$ cat config.mk
export PLATFORM = sky130hd
export DESIGN_NAME = bram_burst_reader
export DESIGN_NICKNAME = d
export VERILOG_FILES = /design/src/rtl/gpu_mem_pkg.sv /design/src/rtl/bram_skid_fifo.sv /design/src/rtl/bram_burst_reader.sv
export SDC_FILE = /design/constraint.sdc
export NUM_CORES = 1
export LEC_CHECK = 0
export ABC_AREA = 1
export CAP_MARGIN = 10
export CORE_MARGIN = 4
export CORE_UTILIZATION = 33
export DETAILED_ROUTE_END_ITERATION = 10
export HOLD_SLACK_MARGIN = 0.08
export SLEW_MARGIN = 30
export SYNTH_ARGS = -nofsm -noshare
export SYNTH_HDL_FRONTEND = slang
export SYNTH_SLANG_ARGS = --single-unit
$ cat constraint.sdc
create_clock -name clock -period 6.15 [get_ports clock]
set_input_delay 1.5375 -clock clock [delete_from_list [all_inputs] [get_ports clock]]
set_output_delay 1.5375 -clock clock [all_outputs]
set_load 0.02 [all_outputs]
$ cat src/rtl/gpu_mem_pkg.sv
`default_nettype none
// ============================================================================
//  Package     : gpu_mem_pkg
//  Description : Shared constants and types for the BlockRam read path.
//                Reader FSM state encoding, BlockRam read latency and the
//                reader output buffer depth.
//  Revision    : 1.0 - initial release
// ============================================================================
package gpu_mem_pkg;

    localparam logic [1:0] ST_IDLE = 2'd0;
    localparam logic [1:0] ST_RUN  = 2'd1;
    localparam logic [1:0] ST_DONE = 2'd2;

    typedef enum logic [1:0] {
        S_IDLE = ST_IDLE,
        S_RUN  = ST_RUN,
        S_DONE = ST_DONE
    } reader_state_t;

    localparam int BRAM_READ_LATENCY = 1;
    localparam int READER_FIFO_DEPTH = 2;

endpackage
`default_nettype wire

$ cat src/rtl/bram_skid_fifo.sv
`default_nettype none
// ============================================================================
//  Module      : bram_skid_fifo
//  Description : Two-entry synchronous FIFO buffering BlockRam read data in
//                front of the output stream. Push and pop in the same cycle
//                are legal at any occupancy, including full.
//  Ports       : clock, reset      - clock, asynchronous active-high reset
//                push_i/push_data_i - write a word
//                pop_i             - remove the head word (only when count_o>0)
//                count_o           - occupancy 0..2
//                head_o            - oldest word
//  Revision    : 1.0 - initial release
// ============================================================================
module bram_skid_fifo
    import gpu_mem_pkg::*;
#(
    parameter int WIDTH = 32
) (
    input  logic             clock,
    input  logic             reset,
    input  logic             push_i,
    input  logic [WIDTH-1:0] push_data_i,
    input  logic             pop_i,
    output logic [1:0]       count_o,
    output logic [WIDTH-1:0] head_o
);

    logic [WIDTH-1:0] entry_q [READER_FIFO_DEPTH];
    logic             rd_ptr_q;
    logic             wr_ptr_q;
    logic [1:0]       count_q;

    always_ff @(posedge clock or posedge reset) begin
        if (reset) begin
            entry_q[0] <= '0;
            entry_q[1] <= '0;
            rd_ptr_q   <= 1'b0;
            wr_ptr_q   <= 1'b0;
            count_q    <= 2'd0;
        end else begin
            // On full push+pop the write slot is the slot being popped; the
            // popped value is read combinationally before this edge.
            if (push_i) begin
                entry_q[wr_ptr_q] <= push_data_i;
                wr_ptr_q          <= ~wr_ptr_q;
            end
            if (pop_i) begin
                rd_ptr_q <= ~rd_ptr_q;
            end
            case ({push_i, pop_i})
                2'b10:   count_q <= count_q + 2'd1;
                2'b01:   count_q <= count_q - 2'd1;
                default: count_q <= count_q;
            endcase
        end
    end

    assign count_o = count_q;
    assign head_o  = entry_q[rd_ptr_q];

endmodule
`default_nettype wire

$ cat src/rtl/bram_burst_reader.sv
`default_nettype none
// ============================================================================
//  Module      : bram_burst_reader
//  Description : Reads word_count consecutive words from a single-ported
//                BlockRam (1-cycle registered read) starting at base_address
//                and delivers them in order on a valid/ready stream.
//  Ports       : clock, reset            - clock, async active-high reset
//                start, base_address,
//                word_count              - burst request (sampled in IDLE)
//                busy, done              - burst status / completion pulse
//                mem_address, mem_write,
//                mem_out_data            - BlockRam read port
//                out_valid, out_ready,
//                out_data                - output stream
//  Revision    : 1.0 - initial release
// ============================================================================
module bram_burst_reader
    import gpu_mem_pkg::*;
#(
    parameter int WORD_WIDTH    = 32,
    parameter int ADDRESS_WIDTH = 10,
    parameter int FIFO_DEPTH    = READER_FIFO_DEPTH
) (
    input  logic                     clock,
    input  logic                     reset,
    input  logic                     start,
    input  logic [ADDRESS_WIDTH-1:0] base_address,
    input  logic [ADDRESS_WIDTH:0]   word_count,
    output logic                     busy,
    output logic                     done,
    output logic [ADDRESS_WIDTH-1:0] mem_address,
    output logic                     mem_write,
    input  logic [WORD_WIDTH-1:0]    mem_out_data,
    output logic                     out_valid,
    input  logic                     out_ready,
    output logic [WORD_WIDTH-1:0]    out_data
);

    localparam logic [ADDRESS_WIDTH-1:0] c_ADDR_ONE = 1;
    localparam logic [ADDRESS_WIDTH:0]   c_CNT_ONE  = 1;
    localparam logic [2:0]               c_DEPTH    = 3'(FIFO_DEPTH);

    reader_state_t              state_q;
    logic [ADDRESS_WIDTH-1:0]   addr_q;
    logic [ADDRESS_WIDTH-1:0]   mem_addr_q;
    logic [ADDRESS_WIDTH:0]     issue_left_q;
    logic [ADDRESS_WIDTH:0]     accept_left_q;
    logic                       inflight_q;

    logic [1:0]                 w_fifo_count;
    logic [2:0]                 w_occupancy;
    logic                       w_pop;
    logic                       w_issue;

    assign w_pop       = out_valid & out_ready;
    assign w_occupancy = {1'b0, w_fifo_count} + {2'b00, inflight_q};

    // A slot freed by this cycle's pop may be reused by this cycle's issue,
    // which is what sustains one word per cycle with a 2-entry buffer.
    assign w_issue = (state_q == S_RUN) && (issue_left_q != '0) &&
                     ((w_occupancy < c_DEPTH) || ((w_occupancy == c_DEPTH) && w_pop));

    always_ff @(posedge clock or posedge reset) begin
        if (reset) begin
            state_q       <= S_IDLE;
            addr_q        <= '0;
            mem_addr_q    <= '0;
            issue_left_q  <= '0;
            accept_left_q <= '0;
            inflight_q    <= 1'b0;
        end else begin
            inflight_q <= w_issue;
            case (state_q)
                S_IDLE: begin
                    if (start) begin
                        addr_q        <= base_address;
                        issue_left_q  <= word_count;
                        accept_left_q <= word_count;
                        state_q       <= (word_count == '0) ? S_DONE : S_RUN;
                    end
                end
                S_RUN: begin
                    if (w_issue) begin
                        mem_addr_q   <= addr_q;
                        addr_q       <= addr_q + c_ADDR_ONE;
                        issue_left_q <= issue_left_q - c_CNT_ONE;
                    end
                    if (w_pop) begin
                        accept_left_q <= accept_left_q - c_CNT_ONE;
                        if (accept_left_q == c_CNT_ONE) begin
                            state_q <= S_DONE;
                        end
                    end
                end
                S_DONE: begin
                    state_q <= S_IDLE;
                end
                default: begin
                    state_q <= S_IDLE;
                end
            endcase
        end
    end

    // The issuing address is presented in its own cycle; otherwise the port
    // keeps the last address that was read.
    assign mem_address = w_issue ? addr_q : mem_addr_q;
    assign mem_write   = 1'b0;
    assign busy        = (state_q == S_RUN);
    assign done        = (state_q == S_DONE);
    assign out_valid   = (w_fifo_count != 2'd0);

    bram_skid_fifo #(
        .WIDTH (WORD_WIDTH)
    ) u_fifo (
        .clock       (clock),
        .reset       (reset),
        .push_i      (inflight_q),
        .push_data_i (mem_out_data),
        .pop_i       (w_pop),
        .count_o     (w_fifo_count),
        .head_o      (out_data)
    );

endmodule
`default_nettype wire
### Word level (Yosys, flattened, before mapping)

Cells that the tools add are included.

| cells by class | value |
|---|---|
| mux-type cells | 21 |
| equality and inequality tests | 10 |
| reduce and logical (&&, ||, !) cells | 14 |
| bitwise logic cells | 5 |
| magnitude comparators | 4 |
| add/subtract/negate cells | 6 |

Operator list:

| cell | number |
|---|---|
| 32-bit two-way mux | 4 |
| 64-bit bitwise mux | 1 |
| 11-bit one-hot mux with 2 select lines | 2 |
| 11-bit two-way mux | 3 |
| 32-bit demux with 1-bit select | 1 |
| 10-bit two-way mux | 3 |
| 11-bit by 1-bit subtractor with 11-bit output, second input constant | 2 |
| 10-bit one-hot mux with 2 select lines | 1 |
| 11-bit by 1-bit == test with 1-bit output, second input constant | 1 |
| 11-bit zero test | 1 |
| 11-bit nonzero test | 1 |
| 10-bit by 1-bit adder with 10-bit output, second input constant | 1 |
| 3-bit AND reduction | 3 |
| 2-bit two-way mux | 4 |
| 2-bit one-hot mux with 2 select lines | 2 |
| 2-bit by 1-bit inequality test with 1-bit output, second input constant | 3 |
| 2-bit nonzero test | 3 |
| 2-bit by 1-bit == test with 1-bit output, second input constant | 2 |
| 2-bit == test, second input constant | 2 |
| 2-bit >= comparator, second input constant | 2 |
| 1-bit logical AND | 4 |
| 1-bit NOT with 2-bit output | 2 |
| 2-bit by 1-bit adder with 3-bit output | 1 |
| 3-bit by 2-bit == test with 1-bit output, second input constant | 1 |
| other kinds (9) | 10 |

| word-level totals | value |
|---|---|
| output and inout bits | 46 |
| bits of input ports | 57 |
| register bits after elaboration | 113 |

### Depth between registers and ports, before layout

Gate-level depths: netlist (run 1).

| depth | value |
|---|---|
| depth after elaboration | 7 |
| depth in mapped cells | 13 |

### By module

From an unflattened synthesis (run 1), not the netlist that was laid out.

| unflattened totals | value |
|---|---|
| cell total of the unflattened synthesis | 812 |
| area, all modules | 6,060.8 µm² |

By module, submodules not included:

| module | times used | area an instance (µm²) | cells each |
|---|---|---|---|
| bram_skid_fifo | 1 | 3,090.5 | 363 |
| bram_burst_reader | 1 | 2,970.3 | 449 |

### Worst setup path after synthesis (run 1)

Ideal clock, no wire load.

| timing | value |
|---|---|
| kind | input to output |
| start | in out_ready |
| end | out mem_address[0] |
| data arrival time | 2,550 ps |
| path buffers | 1 |
| data required time | 4,612 ps |
| cell stages on the path | 7 |
| path slack | 2,062 ps |
| path through | inv_1 -> nor2_2 -> nand2_1 -> nand2_2 -> nand3_4 -> clkbuf_2 -> o21ai_0 |

| between the ends | value |
|---|---|
| cells in the longest elaborated chain, start to end | 5 |

Ends and longest elaborated chain:

| item | line | text |
|---|---|---|
| start: declaration | bram_burst_reader.sv:35 | `input logic out_ready,` |
| 1-bit AND | bram_burst_reader.sv:55 | `assign w_pop = out_valid & out_ready;` |
| net u_fifo.pop_i | bram_skid_fifo.sv:23 | `input logic pop_i,` |
| 1-bit logical AND | bram_burst_reader.sv:61 | `((w_occupancy < c_DEPTH) \|\| ((w_occupancy == c_DEPTH) && w_pop));` |
| 1-bit logical OR | bram_burst_reader.sv:61 |  |
| 1-bit logical AND | bram_burst_reader.sv:60 | `assign w_issue = (state_q == S_RUN) && (issue_left_q != '0) &&` |
| 10-bit two-way mux | -- |  |
| end: declaration | bram_burst_reader.sv:31 | `output logic [ADDRESS_WIDTH-1:0] mem_address,` |

The timed path passes the listed nets, and every way through them passes these cells.

### Final worst setup path (run 1)

Same ends and word-level chain as after synthesis.

==> results of run 1 <==
==> metal layers <==
metal,vias up,wire [µm]
met2,119,6310
met3,17,760
met5,-,0
met4,0,193
li1,2645,-
met1,2310,6920
==> cell usage in the layout, fill, tap and decap left out, types with 2 or more instances in the layout <==
cell	count
clkbuf_16	17
o21ai_2	7
clkdlybuf4s50_1	101
clkinv_4	2
o21ai_1	39
nor2_1	44
a21boi_1	2
inv_6	5
inv_1	85
ha_1	9
nand2_1	285
nand3b_1	2
clkbuf_8	2
xor2_1	3
dfrtp_1	113
a21oi_1	8
nor3_1	5
nand2_2	4
inv_2	3
nand4_1	8
nand2_4	2
nand3_1	30
clkinvlp_4	6
o21ai_0	89
buf_4	3
==> flip-flops by register name (all words and copies together) (netlist names) <==
| register | count |
|---|---|
| u_fifo.count_o | 2 |
| accept_left_q | 11 |
| mem_addr_q | 10 |
| issue_left_q | 11 |
| inflight_q | 1 |
| u_fifo.rd_ptr_q | 1 |
| u_fifo.wr_ptr_q | 1 |
| u_fifo.entry_q | 64 |
| state_q | 2 |
| addr_q | 10 |
==> through the flow <==
step	utilization, %	hold slack, ns	power [W]	std cells
final	43.6	0.473	0.00466	1111
after floorplan	-	0.443	0.00304	785
after CTS	43.6	0.479	0.00474	1111
after detailed placement	40.3	0.465	0.00376	1079
after global placement	40.2	0.465	0.00373	1079
after global routing	43.6	0.496	0.00510	1111
==> final timing paths <==
check                             startpoint  slack, ns  cells past startpoint                  to
setup / recovery                   out_ready       1.09                      8      mem_address[0]
hold / removal                 mem_addr_q[1]       0.47                      2       mem_addr_q[1]
max in group asynchronous              reset       3.51                      3    accept_left_q[8]
hold reg to reg                mem_addr_q[1]       0.47                      2       mem_addr_q[1]
setup reg to reg           u_fifo.count_o[0]       3.88                     12    issue_left_q[10]
min in group asynchronous              reset       1.59                      2  u_fifo.entry_q[24]
==> area by class of cell <==
| cell class | count | area share [%] |
|---|---|---|
| flip-flops and latches | 113 | 37.3 |
| well taps | 225 | 3.72 |
| clock inverters | 13 | 1.69 |
| inverters | 91 | 4.63 |
| repair buffers | 104 | 13.7 |
| clock buffers | 19 | 5.98 |
| multi-input cells | 546 | 33.0 |
==> cell families after synthesis <==
kind of cell	Yosys count	share of synthesized area [%]
other	1	0.0638
AOI/OAI and AO/OA	146	13.0
xor gates and xnor gates	4	0.596
buffers and inverters	126	9.64
adders and majority gates	9	1.91
and+or+nand+nor	386	26.7
DFF	113	48.1
==> power groups by stage <==
stage / Sequential (W) / Clock (W) / Combinational, W
detailed placement: 0.00134 / 0 / 0.00242
finish: 0.00133 / 0.000948 / 0.00239
global route: 0.00138 / 0.00101 / 0.00271
global placement: 0.00133 / 0 / 0.00240
CTS: 0.00133 / 0.000979 / 0.00243
floorplan: 0.00129 / 0 / 0.00176
==> worst reg2reg max path, delay by kind of cell (launching register included) <==
family / cells / cell delay (ns)
and+or+nand+nor: 8 / 1.09
adders and majority gates: 2 / 0.46
DFF: 1 / 0.43
buffers and inverters: 2 / 0.17
==> results.json, run 1 <==
{
  "outcome": "finished, final reports clean",
  "crit_slowest_cell": "clkdlybuf4s50_1",
  "yosysSeqAreaShare_pct": 48.1,
  "syn_area_um2": 5880,
  "rows": 48,
  "ioPinCount": 103,
  "num_vias": 5091,
  "die_area_um2": 20000,
  "synthesis.instances": 785,
  "wl_um": 14200,
  "antenna_found_initial": 0,
  "multi_input_area_um2": 2500,
  "final_cell_area_um2": 7570,
  "cts-root-buf": "clkbuf_16",
  "area_delta_synth_final_pct": 28.7,
  "slowest_delay_ns": 0.64,
  "critPathTopFamily": "buffers and inverters",
  "port_buffers": 101,
  "critical_path_peak_fanout": 32,
  "clock_latency_ns": 0.41,
  "min_period_ns": 5.06,
  "die_w_um": 142,
  "slew_headroom_pct": 54.5,
  "finalNetCount": 939,
  "ys_seq_elements": 113,
  "setup_violations": 0,
  "drt-initial-drc-count": 262,
  "clk_pin_slew_ns": 0.05,
  "drcViolationCount": 0,
  "fin_skew_ns": 0.00544,
  "use_met1_pct": 20.9,
  "intPower_w": 0.00260,
  "grtUsageMet3_pct": 3.61,
  "synth_warnings": 0,
  "n_fill_cell": 1809,
  "clockBufferDepth": 2,
  "grt_pass1_wl_um": 23700,
  "crit_path_start_kind": "primary input",
  "crit_type": "in -> out",
  "routed_via_density": 4.58,
  "p_leak_nw": 3.73,
  "synth_top_area_cell": "dfrtp_1",
  "yosysTopAreaCellShare_pct": 48.1,
  "tightestPinTransition_ns": 0.682,
  "hold_class": "reg -> reg",
  "drtPass1Iterations": 5,
  "regArea_um2": 2830,
  "drive_gt1_share_pct": 6.77,
  "initial_core_util_pct": 33.9,
  "dpl_worst_slack_ns": 1.07,
  "fmax_mhz": 197,
  "gr-usage-met2_pct": 21.7,
  "power_frac_seq_pct": 28.5,
  "yosysUniqueCellTypes": 36,
  "switching_power_w": 0.00206,
  "power_per_cell_area_nw_per_um2": 616,
  "htreeDepth": 4,
  "synth-async-reset-ratio_pct": 100,
  "arrival_ns": 3.53,
  "grt_pass1_vias": 4761,
  "cts_tree": "yes",
  "grt_setup_unrepaired": "no",
  "dp_hpwl_um": 9590,
  "post-route-period-util_pct": 82.4,
  "avgSynthCellArea_um2": 7.49,
  "track_usage_pct": 14.6,
  "ctsResizeCount": 0,
  "final_max_slew_viol_count": 0,
  "top_usage_layer": "met2",
  "hold_buffers": 0,
  "die_h_um": 142,
  "cpMostUsedCell": "clkdlybuf4s50_1",
  "fin_tns_setup_ns": 0,
  "gp_congestion": 0.825,
  "cts.sinks": 113,
  "grt_max_degree": 76,
  "hold_viol": 0,
  "synth_area_leaders": "dfrtp_1, nand2_1, o21ai_0",
  "ys_top_cells_by_count": "nand2_1, dfrtp_1, o21ai_0, inv_1, nor2_1",
  "crit_buf_inv": 3,
  "cts_buffers": 17,
  "ant_nets": 0,
  "wl_per_cell_um": 12.8,
  "setup_slack_ns": 1.09,
  "overflow": 0,
  "core_area_um2": 17400,
  "antennaDiodeCount": 0,
  "synth_flop_cell": "dfrtp_1",
  "post-cts-setup-buffers": 0,
  "syn_nets": 851,
  "crit_chain": "clkdlybuf4s50_1 > inv_1 > nor2_2 > nand2_1 > nand2_2 > nand3_4 > o21ai_0 > clkdlybuf4s50_1",
  "yosysMostFrequentCell": "nand2_1",
  "ir_worst_vdd_mv": 0.296,
  "synth-edff-count": 0,
  "dpl-instance-area_um2": 6990,
  "critPathCaptureType": "output port",
  "power_frac_clock_pct": 20.3,
  "p_comb_share_pct": 51.2,
  "crit_required_ns": 4.61,
  "swShare_pct": 44.2,
  "cap_violations": 0
}
Power figures use the tool's default switching activity.
==> run 2: changes to the inputs <==
- clock period: 6.15 -> 4.6 ns (I/O delays scaled with it)
==> run 2 against run 1 <==
  * Register-to-register slack lost 1.5 ns
  * Worst setup slack lost 0.78 ns
  * Non-clock buffer count grew 1
  * Global-route usage grew 0.33 points
  * Sequential share of layout area shrank 0.23 points
  * Wire length grew 0.84%
  * Die area is the same
  * Flip-flop and latch count is the same
  * Hold slack lost 0.0012 ns
  * Critical path type unchanged
==> results.json, run 2 (synthesized netlist as in run 1, its figures left out) <==
{
  "outcome": "finished, final reports clean",
  "drt-initial-drc-count": 265,
  "cap_violations": 0,
  "layout_common_cells": "nand2_1, dfrtp_1, clkdlybuf4s50_1, o21ai_0, inv_1",
  "crit_path_start_kind": "primary input",
  "power_per_cell_area_nw_per_um2": 834,
  "layout_commonest_cell": "nand2_1",
  "final_cell_area_um2": 7620,
  "min_period_ns": 4.29,
  "cts.sinks": 113,
  "ctsResizeCount": 0,
  "largest_reg_flops": 64,
  "use_met1_pct": 20.7,
  "area_delta_synth_final_pct": 29.5,
  "rows": 48,
  "crit_buf_inv": 3,
  "overflow": 0,
  "grtUsageMet3_pct": 3.40,
  "power_frac_seq_pct": 28.0,
  "antenna_found_initial": 0,
  "power_w": 0.00636,
  "track_usage_pct": 15.0,
  "r2r-start": "u_fifo.count_o[0]",
  "crit_required_ns": 3.45,
  "grt_pass1_vias": 4949,
  "ioPinCount": 103,
  "wl_per_cell_um": 12.9,
  "antennaDiodeCount": 0,
  "hold_class": "reg -> reg",
  "fmax_mhz": 233,
  "intPower_w": 0.00362,
  "tightestPinTransition_ns": 0.851,
  "grt_setup_unrepaired": "no",
  "startpoint": "out_ready",
  "clock_latency_ns": 0.41,
  "htreeDepth": 4,
  "cts_tree": "yes",
  "crit_type": "in -> out",
  "ant_nets": 0,
  "initial_core_util_pct": 33.9,
  "die_w_um": 142,
  "cp.depth": 8,
  "routed_via_density": 4.59,
  "n_fill_cell": 1791,
  "die_h_um": 142,
  "fin_tns_setup_ns": 0,
  "core_area_um2": 17400,
  "wl_um": 14300,
  "top_usage_layer": "met2",
  "setup_violations": 0,
  "gp_congestion": 0.822,
  "reg2reg_depth": 12,
  "switching_power_w": 0.00273,
  "critPathTopFamily": "buffers and inverters",
  "largestRegisters": "u_fifo.entry_q: 64 flops, accept_left_q: 11 flops, issue_left_q: 11 flops",
  "num_vias": 5105,
  "hold_buffers": 0,
  "slowest_delay_ns": 0.64,
  "crit_end": "mem_address[1]",
  "p_comb_share_pct": 50.5,
  "dpl-instance-area_um2": 7010,
  "crit_chain": "clkdlybuf4s50_1 > inv_1 > nor2_2 > nand2_1 > nand2_2 > nand3_4 > o21ai_0 > clkdlybuf4s50_1",
  "p_leak_nw": 3.77,
  "cpMostUsedCell": "clkdlybuf4s50_1",
  "clk_pin_slew_ns": 0.06,
  "hold_viol": 0,
  "power_frac_clock_pct": 21.5,
  "grt_max_degree": 66,
  "slew_headroom_pct": 43.3,
  "top_register": "u_fifo.entry_q",
  "cts-root-buf": "clkbuf_16",
  "swShare_pct": 43.0,
  "dp_hpwl_um": 9680,
  "cts_buffers": 17,
  "fin_skew_ns": 0.0105,
  "ir_worst_vdd_mv": 0.432,
  "r2r_slack_ns": 2.33,
  "gr-usage-met2_pct": 23.1,
  "critical_path_peak_fanout": 32,
  "drtPass1Iterations": 5,
  "worst_r2r_endpoint": "addr_q[8]",
  "fin_util_pct": 43.9,
  "clockBufferDepth": 2,
  "dpl.cell_count": 1080,
  "grt_pass1_wl_um": 24400,
  "crit_slowest_cell": "clkdlybuf4s50_1",
  "drcViolationCount": 0,
  "arrival_ns": 3.14,
  "post-cts-setup-buffers": 0,
  "layout.cells.non_filler": 1111,
  "die_area_um2": 20000,
  "drive_gt1_share_pct": 6.32,
  "finalNetCount": 940,
  "post-route-period-util_pct": 93.3,
  "port_buffers": 101,
  "critPathCaptureType": "output port",
  "final_max_slew_viol_count": 0
}
[run 2: cell types whose count changed in the layout (fill, tap and decap cells not counted), sizes merged]
cell	change
clkinv	+3
buf	+1
inv	-4
bufinv	+3
clkinvlp	-5
clkbuf	+2
[run 2: area by class of cell]
type | instances | area (µm²) | area share, %
tap | 225 | 282 | 3.70
multi-input combinational | 546 | 2500 | 32.8
sequential | 113 | 2830 | 37.1
inverter | 91 | 347 | 4.55
clock buffer | 21 | 450 | 5.91
clock inverter | 10 | 160 | 2.10
timing repair buffer | 105 | 1050 | 13.8
[run 2: worst min-delay path, cell delays in order (launching register included)]
cell and delay (ns):
dfrtp_1 0.32, nand2_1 0.06, o21ai_0 0.06
[run 2: worst min path at each step]
stage,start,endpoint,slack [ns],depth (start not counted)
3_3_place_gp,mem_addr_q[7],mem_addr_q[7],0.46,2
3_5_place_dp,mem_addr_q[1],mem_addr_q[1],0.46,2
6_report,mem_addr_q[1],mem_addr_q[1],0.47,2
2_1_floorplan,mem_addr_q[0],mem_addr_q[0],0.44,2
5_1_grt,mem_addr_q[5],mem_addr_q[5],0.49,2
4_1_cts,mem_addr_q[5],mem_addr_q[5],0.48,2
[run 2: stage by stage]
| step | setup WS (ns) | hold WS [ns] |
|---|---|---|
| finish | 0.307 | 0.471 |
| global route | 0.127 | 0.494 |
| CTS | 0.271 | 0.476 |
| detailed placement | 0.281 | 0.463 |
| global placement | 0.327 | 0.461 |
| floorplan | 0.463 | 0.443 |
[run 2: power by group through the flow]
stage,clock [W],sequential [W],combinational (W)
2_1_floorplan,0,0.00172,0.00235
3_3_place_gp,0,0.00178,0.00322
3_5_place_dp,0,0.00179,0.00325
4_1_cts,0.00140,0.00178,0.00326
5_1_grt,0.00144,0.00184,0.00365
6_report,0.00137,0.00178,0.00321
[run 2: routing by layer]
metal | wire length [µm] | vias to the layer above | share of wire [%]
met4 | 246 | 0 | 1.7
li1 | - | 2652 | -
met5 | 0 | - | 0
met3 | 712 | 23 | 5.0
met1 | 7110 | 2324 | 50
met2 | 6230 | 106 | 44
